[src/rtl/instr_fetch_buffer.sv]
// Instruction fetch stage: owns the PC, issues word requests to instruction memory and
// feeds decode from a 2-entry in-order buffer, with redirect flush and stale-response drop.
module instr_fetch_buffer #(
  parameter logic [31:0] RESET_PC = 32'h0000_0000,
  parameter int          DEPTH    = 2
) (
  input  logic        clk,
  input  logic        rst,
  input  logic        redirect_valid,
  input  logic [31:0] redirect_pc,
  output logic        imem_req,
  output logic [31:0] imem_addr,
  input  logic        imem_valid,
  input  logic [31:0] imem_rdata,
  input  logic        id_ready,
  output logic        if_valid,
  output logic [31:0] if_pc,
  output logic [31:0] if_instr,
  output logic [6:0]  if_opcode
);

  localparam logic [2:0] CREDIT = 3'(DEPTH);

  logic [31:0] pc_q, pc_d;
  logic [1:0]  cnt_q, cnt_d;
  logic [1:0]  pend_q, pend_d;
  // Wider than the 0..2 nominal range: back-to-back redirects under long latency can stack.
  logic [2:0]  drop_q, drop_d;
  logic        rptr_q, rptr_d, wptr_q, wptr_d;
  logic        iw_q, iw_d, ir_q, ir_d;
  logic [31:0] bpc_q   [2];
  logic [31:0] binstr_q[2];
  logic [31:0] ipc_q   [2];

  logic       deq, issue, enq, rsp_drop;
  logic [2:0] occ;

  always_comb begin
    deq      = if_valid & id_ready;
    occ      = {1'b0, pend_q} + {1'b0, cnt_q} - {2'b00, deq};
    issue    = rst & !redirect_valid & (occ < CREDIT);
    rsp_drop = imem_valid & (drop_q != 3'd0);
    // A response with nothing live outstanding (e.g. left over from before reset) is ignored.
    enq      = imem_valid & (drop_q == 3'd0) & (pend_q != 2'd0) & !redirect_valid;

    pc_d   = pc_q;
    cnt_d  = cnt_q;
    pend_d = pend_q;
    drop_d = drop_q;
    rptr_d = rptr_q;
    wptr_d = wptr_q;
    iw_d   = iw_q;
    ir_d   = ir_q;

    if (redirect_valid) begin
      pc_d   = {redirect_pc[31:2], 2'b00};
      cnt_d  = 2'd0;
      pend_d = 2'd0;
      rptr_d = 1'b0;
      wptr_d = 1'b0;
      iw_d   = 1'b0;
      ir_d   = 1'b0;
      drop_d = drop_q + {1'b0, pend_q}
             - {2'b00, imem_valid & ((drop_q != 3'd0) | (pend_q != 2'd0))};
    end else begin
      if (issue) pc_d = pc_q + 32'd4;
      pend_d = pend_q + {1'b0, issue} - {1'b0, enq};
      cnt_d  = cnt_q + {1'b0, enq} - {1'b0, deq};
      drop_d = drop_q - {2'b00, rsp_drop};
      rptr_d = rptr_q ^ deq;
      wptr_d = wptr_q ^ enq;
      iw_d   = iw_q ^ issue;
      ir_d   = ir_q ^ enq;
    end
  end

  always_ff @(posedge clk or negedge rst) begin
    if (!rst) begin
      pc_q   <= RESET_PC;
      cnt_q  <= 2'd0;
      pend_q <= 2'd0;
      drop_q <= 3'd0;
      rptr_q <= 1'b0;
      wptr_q <= 1'b0;
      iw_q   <= 1'b0;
      ir_q   <= 1'b0;
      for (int i = 0; i < 2; i++) begin
        bpc_q[i]    <= 32'd0;
        binstr_q[i] <= 32'd0;
        ipc_q[i]    <= 32'd0;
      end
    end else begin
      pc_q   <= pc_d;
      cnt_q  <= cnt_d;
      pend_q <= pend_d;
      drop_q <= drop_d;
      rptr_q <= rptr_d;
      wptr_q <= wptr_d;
      iw_q   <= iw_d;
      ir_q   <= ir_d;
      if (issue) ipc_q[iw_q] <= pc_q;
      if (enq) begin
        bpc_q[wptr_q]    <= ipc_q[ir_q];
        binstr_q[wptr_q] <= imem_rdata;
      end
    end
  end

  assign imem_req  = issue;
  assign imem_addr = pc_q;
  assign if_valid  = (cnt_q != 2'd0);
  assign if_pc     = bpc_q[rptr_q];
  assign if_instr  = binstr_q[rptr_q];
  assign if_opcode = binstr_q[rptr_q][6:0];

endmodule
[config.mk]
export PLATFORM = sky130hd
export DESIGN_NAME = instr_fetch_buffer
export DESIGN_NICKNAME = d
export VERILOG_FILES = /design/src/rtl/instr_fetch_buffer.sv
export SDC_FILE = /design/constraint.sdc
export NUM_CORES = 1
export LEC_CHECK = 0
export BUFFER_PORTS_ARGS = -buffer_cell sky130_fd_sc_hd__buf_2
export CORE_ASPECT_RATIO = 0.9
export CORE_MARGIN = 1.5
export CORE_UTILIZATION = 60
export CTS_BUF_LIST = sky130_fd_sc_hd__clkbuf_2 sky130_fd_sc_hd__clkbuf_4 sky130_fd_sc_hd__clkbuf_8
export DETAILED_ROUTE_END_ITERATION = 12
export HOLD_SLACK_MARGIN = 0.08
export PLACE_DENSITY_LB_ADDON = 0.08
export SETUP_SLACK_MARGIN = 0.5
export SLEW_MARGIN = 15
export SYNTH_ARGS = -nofsm -noshare
export SYNTH_HDL_FRONTEND = slang
export SYNTH_SLANG_ARGS = --single-unit
[constraint.sdc]
create_clock -name clk -period 5.7 [get_ports clk]
set_input_delay 0.855 -clock clk [delete_from_list [all_inputs] [get_ports clk]]
set_output_delay 0.855 -clock clk [all_outputs]
set_load 0.1 [all_outputs]
==> results of run 1 <==
## final timing paths
path,from,endpoint,slack (ns)
worst max-delay path,cnt_q[1]$_DFF_PN0_,imem_req,1.01
worst min-delay path,rst,binstr_q[27]$_DFFE_PN0P_,0.37
worst max register to register,cnt_q[1]$_DFF_PN0_,ipc_q[47]$_DFFE_PN0P_,1.74
worst min register to register,drop_q[2]$_DFF_PN0_,drop_q[2]$_DFF_PN0_,0.48
max in group asynchronous,rst,rptr_q$_DFF_PN0_,3.92
min in group clk,drop_q[2]$_DFF_PN0_,drop_q[2]$_DFF_PN0_,0.48
## worst reg2reg max path: cells and delay by family, from the launching register on
| family | cells | cell delay (ns) |
|---|---|---|
| AND/OR/NAND/NOR | 5 | 1.29 |
| buffers and inverters | 1 | 0.39 |
| multiplexers | 1 | 0.41 |
| XOR/XNOR | 1 | 0.44 |
| flip-flops | 1 | 0.41 |
| adder cells (fa/ha/maj) | 3 | 0.91 |
## flip-flops by register name, indices dropped and copies added, names as in the netlist, 2 cells and up
register	flops
pend_q	2
binstr_q	64
ipc_q	60
imem_addr	30
cnt_q	2
bpc_q	60
drop_q	3
## power by group through the flow
stage / Clock, mW / Combinational [mW] / Sequential, mW
floorplan: 0 / 2.80 / 2.46
global placement: 0 / 3.39 / 2.35
detailed placement: 0 / 3.42 / 2.37
CTS: 1.35 / 3.43 / 2.35
global route: 1.42 / 3.59 / 2.41
finish: 1.31 / 3.42 / 2.34
## metrics by stage
stage | std cells | power, mW | setup WS (ns) | cell area (µm²) | hold WS, ns
final | 1236 | 7.070 | 1.013 | 11920 | 0.3656
after global routing | 1236 | 7.427 | 0.8311 | 11920 | 0.4084
after CTS | 1236 | 7.126 | 1.035 | 11920 | 0.3969
after detailed placement | 1180 | 5.793 | 1.383 | 11240 | 0.4586
after global placement | 1180 | 5.738 | 1.388 | 11240 | 0.4590
after floorplan | 855 | 5.254 | 0.5219 | 10320 | 0.4357
## layout by cell type, fill, tap and decap left out, types with 17 or more instances in the layout
cell      netlist  routed
dfrtp_1       225     224
mux2_2        186     186
buf_2           3     166
nor2_1         89      89
a21oi_1        62      62
clkbuf_8        0      41
mux2i_1        32      32
nand2_1        21      21
or4_1          21      21
a31oi_1        20      20
inv_1          17      17
## layer usage
layer | part of all wire | up-vias
li1 | - | 3322
met1 | 0.49 | 3433
met2 | 0.44 | 202
met3 | 0.055 | 25
met4 | 0.014 | 0
met5 | 0 | -
## cells by family (layout without fill, tap and decap cells)
logic type      after synthesis  count (layout)  share of synthesized area
compound gates              116             116                    0.06324
mux                         218             218                     0.2343
xor+xnor                     17              17                    0.01445
flops                       225             225                     0.5462
other cells                   1               4                  0.0003638
buf+inv                      81             251                    0.03460
fa+ha+maj                    18              18                    0.02331
simple gates                176             176                    0.08352
## cell type report
| cell class | instances | area (µm²) |
|---|---|---|
| multi-input cells | 549 | 4357 |
| well taps | 211 | 264.0 |
| clock buffers | 56 | 676.9 |
| fillers | 1307 | 4917 |
| flip-flops and latches | 225 | 5632 |
| repair buffers | 177 | 920.9 |
| inverters | 18 | 67.56 |
==> metrics.md, run 1 <==
| Metric | Value |
|---|---|
| Post-layout nets | `1,095` |
| Total Negative Setup Slacks | `0 ns` |
| Average cell area after synthesis | `12.10 µm²` |
| Critical path class | `register to primary output` |
| Die boundary width | `141.2 µm` |
| Number of cells traversed by the worst register-to-register path | `11` |
| Number of global-route vias before repair | `6,773` |
| Post-Route Skew | `0.01624 ns` |
| Distinct cells, synth | `38` |
| Clock transition at path regs | `0.06 ns` |
| Cell chain of the critical path | `or2_2 -> and2_1 -> ha_1 -> nand2b_1 -> fa_1 -> xor2_1 -> nand3_1 -> nor2_1 -> buf_2` |
| Number of core rows | `45` |
| Number of antenna violations at the first check in global routing | `0` |
| Highest Clock Rate | `213.3 MHz` |
| Async set or reset register ratio after synthesis | `1.000` |
| Sequential element share of the synthesized area | `0.5462` |
| Number of buffers created by CTS | `37` |
| GRT Util Overall | `0.2393` |
| Number of gates resized after CTS | `0` |
| Clock tree from TritonCTS | `yes` |
| Area added between synthesis and finish | `15.62%` |
| Slew Limit Headroom | `0.4176` |
| Min Tclk post-route | `4.687 ns` |
| Internal | `3.670 mW` |
| Vias per cell | `5.649` |
| Post-Synthesis Cell Area | `10,310 µm²` |
| Finish-stage setup viols | `0` |
| Global placer's final weighted congestion | `0.8148` |
| Count of yosys warnings during synthesis | `0` |
| Clock share of power | `0.186` |
| Max-cap violations | `0` |
| Wire length of the first global-routing pass | `34,270 µm` |
| Overflow left after global routing | `0` |
| Placeable core region | `16,830 µm²` |
| Sw Pwr | `3.400 mW` |
| Cell type with the largest total area after synthesis | `dfrtp_1` |
| Standard cell with the maximum stage delay on the critical path | `buf_2` |
| Number of buffer cells added on primary ports | `167` |
| Clock Latency Late Sink | `0.50 ns` |
| Routed via count | `6,982` |
| Most frequent cells after synthesis | `dfrtp_1 (225), mux2_2 (186), nor2_1 (89)` |
| Area share of the largest cell type after synthesis | `0.5462` |
| TritonRoute pass-1 iters | `4` |
| Maximum number of pins on one net before global-route repair | `101` |
| Critical Path Start Type | `register` |
| Static leakage | `5.678 nW` |
| Clk sinks | `225` |
| Pin slew with the least headroom to its limit | `0.8736 ns` |
| Most used DFF post-synth | `dfrtp_1` |
| Die H | `127.3 µm` |
| Post-route clock period utilization | `0.8223` |
| H-tree levels | `2` |
| Highest-utilization routing layer at the global route stage | `met2` |
| Peak supply drop | `0.0003798 V` |
| Detailed Route WL | `20,790 µm` |
| Buffer cell driving the clock tree root | `clkbuf_8` |
| I/O pin count | `174` |
| DRC violation count after routing | `0` |
| Delay of the slowest critical-path stage | `0.51 ns` |
| Share of final-layout standard cells stronger than drive strength 1 | `0.4156` |
| Register share of total power | `0.331` |
| Unrepaired setup endpoints after global routing | `false` |
| Dominant delay contributor by cell family on the critical path | `simple AND/OR/NAND/NOR gates` |
| Full die area | `17,980 µm²` |
| Met3 usage in global routing | `0.04273` |
| Cells taking the most area after synthesis | `dfrtp_1 (55%), mux2_2 (20%), nor2_1 (3.2%)` |
| Share of power burned in combinational logic | `0.483` |
| Final number of hold-violating endpoints | `0` |
| Yosys reg bits | `225` |
| Routed length per instance | `16.82 µm` |
| Count of hold buffers inserted by post-cts repair | `0` |
| DRT iter0 DRCs | `301` |
| Most used standard cell by instance count after synthesis | `dfrtp_1` |
| Final HPWL DP | `13,670 µm` |
| Outcome | `complete, no violations` |
| Peak fanout along the critical path | `7` |
| Number of setup buffers added after CTS | `0` |
| Final Slew Violations | `0` |
| Number of gates on the worst path with buffers counted | `9` |
| Cells after Synth | `852` |
| Starting density of the core | `0.6123` |
| Total power density per cell area | `593.3 nW/µm²` |
| Kind of path behind the tightest hold check | `input port to async pin` |
| Setup crit end kind | `primary output` |
| Sw Share | `0.4809` |
| Remaining number of nets flagged by the antenna check after routing | `0` |
| Global routing met1 resource utilization | `0.3559` |
| Global routing usage on met2 | `0.3633` |
| Antenna cell count | `0` |
| Signal arrival time at the worst endpoint | `3.83 ns` |
| Number of enable flip-flop cells after synthesis | `0` |
| Share of the core filled with cells | `0.7079` |
| Worst path buffer plus inverter count | `1` |
| Required time of the critical path | `4.85 ns` |
| Maximum root-to-sink buffer count | `3` |
Power figures use the tool's default switching activity.
==> run 2, diff against run 1 <==
--- a/config.mk
+++ b/config.mk
@@ -8,7 +8,7 @@
 export BUFFER_PORTS_ARGS = -buffer_cell sky130_fd_sc_hd__buf_2
 export CORE_ASPECT_RATIO = 0.9
 export CORE_MARGIN = 1.5
-export CORE_UTILIZATION = 60
+export CORE_UTILIZATION = 53
 export CTS_BUF_LIST = sky130_fd_sc_hd__clkbuf_2 sky130_fd_sc_hd__clkbuf_4 sky130_fd_sc_hd__clkbuf_8
 export DETAILED_ROUTE_END_ITERATION = 12
 export HOLD_SLACK_MARGIN = 0.08
==> constraint.sdc (replaced) <==
create_clock -name clk -period 3.96 [get_ports clk]
set_input_delay 0.594 -clock clk [delete_from_list [all_inputs] [get_ports clk]]
set_output_delay 0.594 -clock clk [all_outputs]
set_load 0.1 [all_outputs]
==> run 2 against run 1 <==
  * Final cell count up 4.0%
  * Sequential share of layout area shrank 1.7 points
  * Critical path depth did not move
  * Critical endpoint unchanged
  * First-iteration DRC count is 16% lower
  * Highest routed layer is now met5
  * Die area grew 13%
  * Largest cell class unchanged
  * Clock power rose by 53%
==> metrics.md, run 2 (same netlist as run 1, synthesis figures left out) <==
| Metric | Value |
|---|---|
| Outcome | `complete, no violations (unchanged)` |
| Global routing usage on met2 | `0.3244 (was 0.3633)` |
| Hold path depth | `3` |
| Finished Cell Area | `12,350 µm² (was 11,920 µm²)` |
| FF+latch area | `5632 µm² (unchanged)` |
| Largest registers in the final layout | `binstr_q: 64 flops, bpc_q: 60 flops, ipc_q: 60 flops (unchanged)` |
| R2R setup slack | `0.67 ns (was 1.74 ns)` |
| Full die area | `20,300 µm² (was 17,980 µm²)` |
| DRT iter0 DRCs | `253 (was 301)` |
| Total power density per cell area | `867.5 nW/µm² (was 593.3 nW/µm²)` |
| I/O pin count | `174 (unchanged)` |
| Final HPWL DP | `14,920 µm (was 13,670 µm)` |
| Clock Latency Late Sink | `0.52 ns (was 0.50 ns)` |
| GRT Util Overall | `0.2199 (was 0.2393)` |
| Highest Clock Rate | `298.2 MHz` |
| Highest-utilization routing layer at the global route stage | `met1 (was met2)` |
| Number of buffer cells added on primary ports | `167 (unchanged)` |
| Signal arrival time at the worst endpoint | `2.76 ns (was 3.83 ns)` |
| Global placer's final weighted congestion | `0.8344 (was 0.8148)` |
| Peak supply drop | `0.0007074 V (was 0.0003798 V)` |
| Share of final-layout standard cells stronger than drive strength 1 | `0.4295 (was 0.4156)` |
| Post-route clock period utilization | `0.8468` |
| Placed Cells incl. Taps | `1,221 (was 1,180)` |
| H-tree levels | `2 (unchanged)` |
| Area added between synthesis and finish | `19.82% (was 15.62%)` |
| Capture endpoint of the worst hold path | `imem_addr[7]$_DFFE_PN0P_` |
| DRC violation count after routing | `0 (unchanged)` |
| Critical Path Start Type | `register (unchanged)` |
| Leading cell type in the layout, fill and taps excluded | `dfrtp_1 (unchanged)` |
| Commonest cells after routing, fill and taps aside | `dfrtp_1 (224), buf_2 (165), mux2_2 (150) (was dfrtp_1 (224), mux2_2 (186), buf_2 (166))` |
| Slew Limit Headroom | `0.3476 (was 0.4176)` |
| Global routing met1 resource utilization | `0.3281 (was 0.3559)` |
| Post-Route Skew | `0.02048 ns (was 0.01624 ns)` |
| Final number of hold-violating endpoints | `0 (unchanged)` |
| Overflow left after global routing | `0 (unchanged)` |
| Flip-flop count of the largest register after layout | `64 (unchanged)` |
| Wire length of the first global-routing pass | `35,180 µm (was 34,270 µm)` |
| Antenna cell count | `0 (unchanged)` |
| Post-layout nets | `1,101 (was 1,095)` |
| Die boundary width | `150 µm (was 141.2 µm)` |
| Die H | `135.3 µm (was 127.3 µm)` |
| TritonRoute pass-1 iters | `6 (was 4)` |
| Total Negative Setup Slacks | `0 ns (unchanged)` |
| Pin slew with the least headroom to its limit | `0.9786 ns (was 0.8736 ns)` |
| Hold slack | `0.2824 ns (was 0.3656 ns)` |
| Routed via count | `7,001 (was 6,982)` |
| Detailed Route WL | `22,020 µm (was 20,790 µm)` |
| Min Tclk post-route | `3.354 ns` |
| Number of cells traversed by the worst register-to-register path | `9 (was 11)` |
| Required time of the critical path | `3.37 ns (was 4.85 ns)` |
| Kind of path behind the tightest hold check | `input port to register (was input port to async pin)` |
| Peak fanout along the critical path | `3 (was 7)` |
| Filler cell count in the final layout | `1,554 (was 1,307)` |
| Final worst setup slack | `0.6065 ns (was 1.013 ns)` |
| Fin cells | `1,286 (was 1,236)` |
| Multi-input gate area | `4583 µm² (was 4357 µm²)` |
| Met3 usage in global routing | `0.04411 (was 0.04273)` |
| Unrepaired setup endpoints after global routing | `false (unchanged)` |
| Placeable core region | `19,100 µm² (was 16,830 µm²)` |
| Critical R2R Launch | `cnt_q[0]$_DFF_PN0_ (was cnt_q[1]$_DFF_PN0_)` |
| Number of buffers created by CTS | `37 (unchanged)` |
| Clock tree from TritonCTS | `yes (unchanged)` |
| Clk sinks | `225 (unchanged)` |
| Post-placement cell area | `11,570 µm² (was 11,240 µm²)` |
| Most flops, register | `binstr_q (unchanged)` |
| Setup crit end kind | `primary output (unchanged)` |
| Number of antenna violations at the first check in global routing | `1 (was 0)` |
| Reg-to-Reg End | `imem_addr[31]$_DFFE_PN0P_ (was ipc_q[47]$_DFFE_PN0P_)` |
| Buffer cell driving the clock tree root | `clkbuf_8 (unchanged)` |
| Finish-stage setup viols | `0 (unchanged)` |
| Routed length per instance | `17.12 µm (was 16.82 µm)` |
| Number of core rows | `48 (was 45)` |
| Static leakage | `5.885 nW (was 5.678 nW)` |
| Starting density of the core | `0.5397 (was 0.6123)` |
| Total Power Consumption | `10.71 mW (was 7.070 mW)` |
| Max-cap violations | `0 (unchanged)` |
| Vias per cell | `5.444 (was 5.649)` |
| Remaining number of nets flagged by the antenna check after routing | `0 (unchanged)` |
| Maximum number of pins on one net before global-route repair | `76 (was 101)` |
| Number of global-route vias before repair | `6,748 (was 6,773)` |
| Placement Setup Slack | `0.6127 ns (was 1.383 ns)` |
| Hold wc startpoint | `redirect_pc[7]` |
| Clock transition at path regs | `0.06 ns (about the same)` |
| Share of the core filled with cells | `0.6467 (was 0.7079)` |
| Critical path class | `register to primary output (unchanged)` |
| Final Slew Violations | `0 (unchanged)` |
| Maximum root-to-sink buffer count | `3 (unchanged)` |
run 2: cell count changes in the layout (fill, tap and decap cells not counted), moves of 2 or more:
cell      before  now
mux2_2       186  150
mux2_4         0   36
buf_12         0    4
clkbuf_8      41   45
ha_1          14   11
ha_4           2    5
buf_4         10   12
clkbuf_4      15   13
clkinv_2       0    2
run 2: how the worst max path moves through the flow:
| stage | from | depth (start not counted) | slack [ns] | to |
|---|---|---|---|---|
| finish | cnt_q[0]$_DFF_PN0_ | 9 | 0.61 | imem_req |
| global route | cnt_q[0]$_DFF_PN0_ | 9 | 0.51 | imem_req |
| CTS | cnt_q[0]$_DFF_PN0_ | 9 | 0.56 | imem_req |
| detailed placement | id_ready | 10 | 0.61 | ipc_q[52]$_DFFE_PN0P_ |
| global placement | id_ready | 10 | 0.67 | ipc_q[48]$_DFFE_PN0P_ |
| floorplan | cnt_q[0]$_DFF_PN0_ | 11 | 0.42 | ipc_q[36]$_DFFE_PN0P_ |
run 2: what timing repair did:
| action | in CTS | in global routing |
|---|---|---|
| pin swaps | 1 | 1 |
| hold buffers | 1 | 0 |
| endpoints found under the setup margin | 1 | 1 |
| setup buffers | 2 | 1 |
| endpoints found under the hold margin | 33 | 0 |
| gates resized for setup | 3 | 1 |
run 2: layer usage:
layer  vias up  part of all wire
met5         -           0.00054
met4         2             0.019
met3        37             0.054
met2       191              0.44
met1      3428              0.49
li1       3343                 -
run 2: area by class of cell:
| type | instances | share of cell area |
|---|---|---|
| flip-flops and latches | 225 | 0.4560 |
| multi-input cells | 549 | 0.3711 |
| repair buffers | 183 | 0.08267 |
| clock buffers | 58 | 0.05805 |
| well taps | 250 | 0.02533 |
| inverters | 18 | 0.005471 |
| clock inverters | 3 | 0.001418 |
run 2: power breakdown:
group / internal (mW) / switching (mW) / leakage (nW)
sequential: 2.94 / 0.450 / 2.88
clock: 1.14 / 0.860 / 0.391
combinational: 1.55 / 3.77 / 2.61
total: 5.63 / 5.08 / 5.88
run 2: worst max-delay path, cell delays in order, from the launching register on:
cell	delay, ns
dfrtp_1	0.42
or2_4	0.27
and2_4	0.17
ha_4	0.20
nand2b_4	0.13
fa_2	0.40
xor2_4	0.19
nand3_4	0.12
nor2_4	0.14
buf_12	0.19
==> run 3, diff against run 2 <==
--- a/config.mk
+++ b/config.mk
@@ -5,6 +5,7 @@
 export SDC_FILE = /design/constraint.sdc
 export NUM_CORES = 1
 export LEC_CHECK = 0
+export ABC_AREA = 1
 export BUFFER_PORTS_ARGS = -buffer_cell sky130_fd_sc_hd__buf_2
 export CORE_ASPECT_RATIO = 0.9
 export CORE_MARGIN = 1.5
==> constraint.sdc (replaced) <==
create_clock -name clk -period 2.89 [get_ports clk]
set_input_delay 0.4335 -clock clk [delete_from_list [all_inputs] [get_ports clk]]
set_output_delay 0.4335 -clock clk [all_outputs]
set_load 0.1 [all_outputs]
==> run 3 against run 2 <==
  * Die area rose by 5.2%
  * Wire length up 43%
  * Register-to-register slack worse by 0.96 ns
  * Via count rose by 45%
  * Worst hold slack got worse by 0.18 ns
  * Critical path type is now register to register
  * Sequential share of layout area is 8.5 points lower
  * Critical endpoint is now ipc_q[20]$_DFFE_PN0P_
  * Synthesized cell count grew 65%
  * Clock skew is 0.00089 ns lower
  * Critical path depth grew 11
  * Synthesized area up 5.3%
  * The flow now finishes with violations (negative setup slack)
  * Final cell count increased by 48%
==> metrics.md, run 3 <==
| Metric | Value |
|---|---|
| Outcome | `complete, but fails checks (was complete, no violations)` |
| Violations in the final reports | `negative setup slack` |
| Final worst setup slack | `-0.2918 ns (was 0.6065 ns)` |
| Count of yosys warnings during synthesis | `0 (unchanged)` |
| DRC violation count after routing | `0 (unchanged)` |
| Most frequent cells after synthesis | `nand2_1 (530), dfrtp_1 (225), o21ai_0 (189) (was dfrtp_1 (225), mux2_2 (186), nor2_1 (89))` |
| Cells taking the most area after synthesis | `dfrtp_1 (52%), nand2_1 (18%), o21ai_0 (8.7%) (was dfrtp_1 (55%), mux2_2 (20%), nor2_1 (3.2%))` |
| Cells after Synth | `1,403 (was 852)` |
| TritonRoute pass-1 iters | `7 (was 6)` |
| Global placer's final weighted congestion | `0.8902 (was 0.8344)` |
| Flip-flop count of the largest register after layout | `64 (unchanged)` |
| Total Negative Setup Slacks | `-11.23 ns (was 0 ns)` |
| Final Slew Violations | `0 (unchanged)` |
| Antenna cell count | `0 (unchanged)` |
| Buffer cell driving the clock tree root | `clkbuf_8 (unchanged)` |
| Die boundary width | `153.9 µm (was 150 µm)` |
| Signal arrival time at the worst endpoint | `3.65 ns (was 2.76 ns)` |
| Area share of and/or/nand/nor cells after synthesis | `0.2578 (was 0.08352)` |
| Max-cap violations | `0 (unchanged)` |
| Final number of hold-violating endpoints | `0 (unchanged)` |
| Post-route clock period utilization | `1.101` |
| Cell type with the largest total area after synthesis | `dfrtp_1 (unchanged)` |
| Critical Path Start Type | `register (unchanged)` |
| Yosys reg bits | `225 (unchanged)` |
| Pin slew with the least headroom to its limit | `0.8585 ns (was 0.9786 ns)` |
| Slew Limit Headroom | `0.4276 (was 0.3476)` |
| Min Tclk post-route | `3.182 ns` |
| Critical path class | `register to register (was register to primary output)` |
| Most used DFF post-synth | `dfrtp_1 (unchanged)` |
| Placeable core region | `20,050 µm² (was 19,100 µm²)` |
| Number of buffer cells added on primary ports | `167 (unchanged)` |
| Starting density of the core | `0.5416 (was 0.5397)` |
| Full die area | `21,360 µm² (was 20,300 µm²)` |
| Number of enable flip-flop cells after synthesis | `0 (unchanged)` |
| Detailed Route WL | `31,440 µm (was 22,020 µm)` |
| Largest registers in the final layout | `binstr_q: 64 flops, bpc_q: 60 flops, ipc_q: 60 flops (unchanged)` |
| Cell mode on critical path | `buf_6` |
| Origin of the worst setup path | `cnt_q[1]$_DFF_PN0_ (was cnt_q[0]$_DFF_PN0_)` |
| Post-Route Skew | `0.01959 ns (was 0.02048 ns)` |
| Compound-cell area share of the yosys netlist | `0.1032 (was 0.06324)` |
| Setup crit end kind | `register (was primary output)` |
| Average cell area after synthesis | `7.739 µm² (was 12.10 µm²)` |
| Number of antenna violations at the first check in global routing | `0 (was 1)` |
| Number of global-route vias before repair | `9,426 (was 6,748)` |
| Dominant combinational cell family by area after synthesis | `simple AND/OR/NAND/NOR gates (was multiplexers)` |
| Routed length per instance | `16.56 µm (was 17.12 µm)` |
| Xor and xnor fraction of the mapped netlist area | `0.009680 (was 0.01445)` |
| Most flops, register | `binstr_q (unchanged)` |
| Number of core rows | `49 (was 48)` |
| I/O pin count | `174 (unchanged)` |
| Finished Cell Area | `15,180 µm² (was 12,350 µm²)` |
| Maximum root-to-sink buffer count | `3 (unchanged)` |
| Vias per cell | `5.329 (was 5.444)` |
| Routed via count | `10,120 (was 7,001)` |
| Sequential element share of the synthesized area | `0.5186 (was 0.5462)` |
| Leading cell type in the layout, fill and taps excluded | `nand2_1 (was dfrtp_1)` |
| Maximum number of pins on one net before global-route repair | `141 (was 76)` |
| Final HPWL DP | `17,220 µm (was 14,920 µm)` |
| Kind of path behind the tightest hold check | `input port to register (unchanged)` |
| Remaining number of nets flagged by the antenna check after routing | `0 (unchanged)` |
| Required time of the critical path | `3.35 ns (was 3.37 ns)` |
| Share of final-layout standard cells stronger than drive strength 1 | `0.3139 (was 0.4295)` |
| Critical R2R Launch | `cnt_q[1]$_DFF_PN0_ (was cnt_q[0]$_DFF_PN0_)` |
| Area added between synthesis and finish | `39.78% (was 19.82%)` |
| Worst path buffer plus inverter count | `11 (was 1)` |
| Highest Clock Rate | `314.3 MHz` |
| Clk sinks | `225 (unchanged)` |
| Clock transition at path regs | `0.06 ns (about the same)` |
| Post-layout nets | `1,701 (was 1,101)` |
| Area share of the largest cell type after synthesis | `0.5186 (was 0.5462)` |
| Hold wc startpoint | `redirect_pc[7] (unchanged)` |
| Finish-stage setup viols | `57 (was 0)` |
| Standard cell with the maximum stage delay on the critical path | `fa_2 (was dfrtp_1)` |
| Post-Synth Adder-Cell Area | `0.02212 (was 0.02331)` |
| Die H | `138.8 µm (was 135.3 µm)` |
| Commonest cells after routing, fill and taps aside | `nand2_1 (500), dfrtp_1 (224), o21ai_0 (139) (was dfrtp_1 (224), buf_2 (165), mux2_2 (150))` |
| Delay of the slowest critical-path stage | `0.53 ns (was 0.42 ns)` |
| DRT iter0 DRCs | `758 (was 253)` |
| Async set or reset register ratio after synthesis | `1.000 (unchanged)` |
| Clock Latency Late Sink | `0.55 ns (was 0.52 ns)` |
| Most used standard cell by instance count after synthesis | `nand2_1 (was dfrtp_1)` |
| Post-placement cell area | `12,210 µm² (was 11,570 µm²)` |
| Distinct cells, synth | `31 (was 38)` |
| Cell chain of the critical path | `inv_2 -> nand2_8 -> nand2_4 -> inv_4 -> ha_4 -> or2_4 -> fa_2 -> inv_2 -> nor3_4 -> buf_12 -> buf_4 -> buf_6 -> buf_6 -> buf_8 -> ha_4 -> buf_6 -> buf_6 -> buf_12 -> nand2_2 -> o21ai_1 (was or2_4 -> and2_4 -> ha_4 -> nand2b_4 -> fa_2 -> xor2_4 -> nand3_4 -> nor2_4 -> buf_12)` |
| Peak fanout along the critical path | `5 (was 3)` |
| GRT Util Overall | `0.2791 (was 0.2199)` |
| Dominant delay contributor by cell family on the critical path | `buffers and inverters (was simple AND/OR/NAND/NOR gates)` |
| Placement Setup Slack | `0.1011 ns (was 0.6127 ns)` |
| Clock tree from TritonCTS | `yes (unchanged)` |
| Post-Synthesis Cell Area | `10,860 µm² (was 10,310 µm²)` |
| H-tree levels | `2 (unchanged)` |
| Number of buffers created by CTS | `40 (was 37)` |
| Hold slack | `0.1059 ns (was 0.2824 ns)` |
| Post-synthesis mux area share | `0.003111 (was 0.2343)` |
| Overflow left after global routing | `0 (unchanged)` |
| Wire length of the first global-routing pass | `48,090 µm (was 35,180 µm)` |
| Unrepaired setup endpoints after global routing | `true (was false)` |
[run 3: cell families (layout without fill, tap and decap cells)]
logic type | count (synthesis) | count (layout)
fa+ha+maj | 18 | 18
buf+inv | 222 | 460
mux | 3 | 3
flops | 225 | 225
other cells | 1 | 4
compound gates | 224 | 224
simple gates | 698 | 698
xor+xnor | 12 | 12
[run 3: worst paths after layout]
path	cells past startpoint	endpoint	slack [ns]
max	20	ipc_q[20]$_DFFE_PN0P_	-0.29
min	3	imem_addr[7]$_DFFE_PN0P_	0.11
max reg2reg	20	ipc_q[20]$_DFFE_PN0P_	-0.29
min reg2reg	2	binstr_q[31]$_DFFE_PN0P_	0.47
max in group asynchronous	3	binstr_q[59]$_DFFE_PN0P_	1.45
min in group asynchronous	2	binstr_q[58]$_DFFE_PN0P_	0.36
[run 3: final cells by class]
class / instances / area [µm²]
Clock inverter: 7 / 66.31
Sequential cell: 225 / 5634
Tap cell: 255 / 319.1
Clock buffer: 65 / 813.3
Inverter: 136 / 515.5
Multi-Input combinational cell: 959 / 5265
Fill cell: 1449 / 4871
Timing Repair Buffer: 252 / 2564
[run 3: worst register-to-register path, cell delays in order, from the launching register on]
cell	delay [ns]
dfrtp_1	0.39
inv_2	0.11
nand2_8	0.06
nand2_4	0.07
inv_4	0.04
ha_4	0.20
or2_4	0.22
fa_2	0.53
inv_2	0.05
nor3_4	0.22
buf_12	0.15
buf_4	0.10
buf_6	0.09
buf_6	0.09
buf_8	0.10
ha_4	0.17
buf_6	0.14
buf_6	0.11
buf_12	0.12
nand2_2	0.06
o21ai_1	0.09
[run 3: routing by layer]
layer	up-vias	track usage	wire, µm
li1	4807	-	-
met1	4765	0.3864	13250
met2	461	0.4439	14910
met3	87	0.05625	2408
met4	0	0.08993	875
met5	-	0	0
[run 3: per-stage QoR]
| step | instances | util |
|---|---|---|
| 3_3_place_gp | 1766 | 0.6089 |
| 6_report | 1899 | 0.7570 |
| 2_1_floorplan | 1406 | - |
| 3_5_place_dp | 1766 | 0.6089 |
| 5_1_grt | 1899 | 0.7570 |
| 4_1_cts | 1887 | 0.7291 |
[run 3: repair_timing]
| item | in CTS | in global routing |
|---|---|---|
| hold buffers | 1 | 0 |
| setup buffers | 34 | 8 |
| endpoints found under the setup margin | 158 | 190 |
| cloned | 14 | 4 |
| gates resized for setup | 236 | 101 |
| hold endpoints to repair | 27 | 0 |
| pin swaps | 25 | 13 |
Power of run 3 is left out: the tool's default activity adds up to more than one toggle a clock period on the data nets, which glitch-free logic cannot reach.
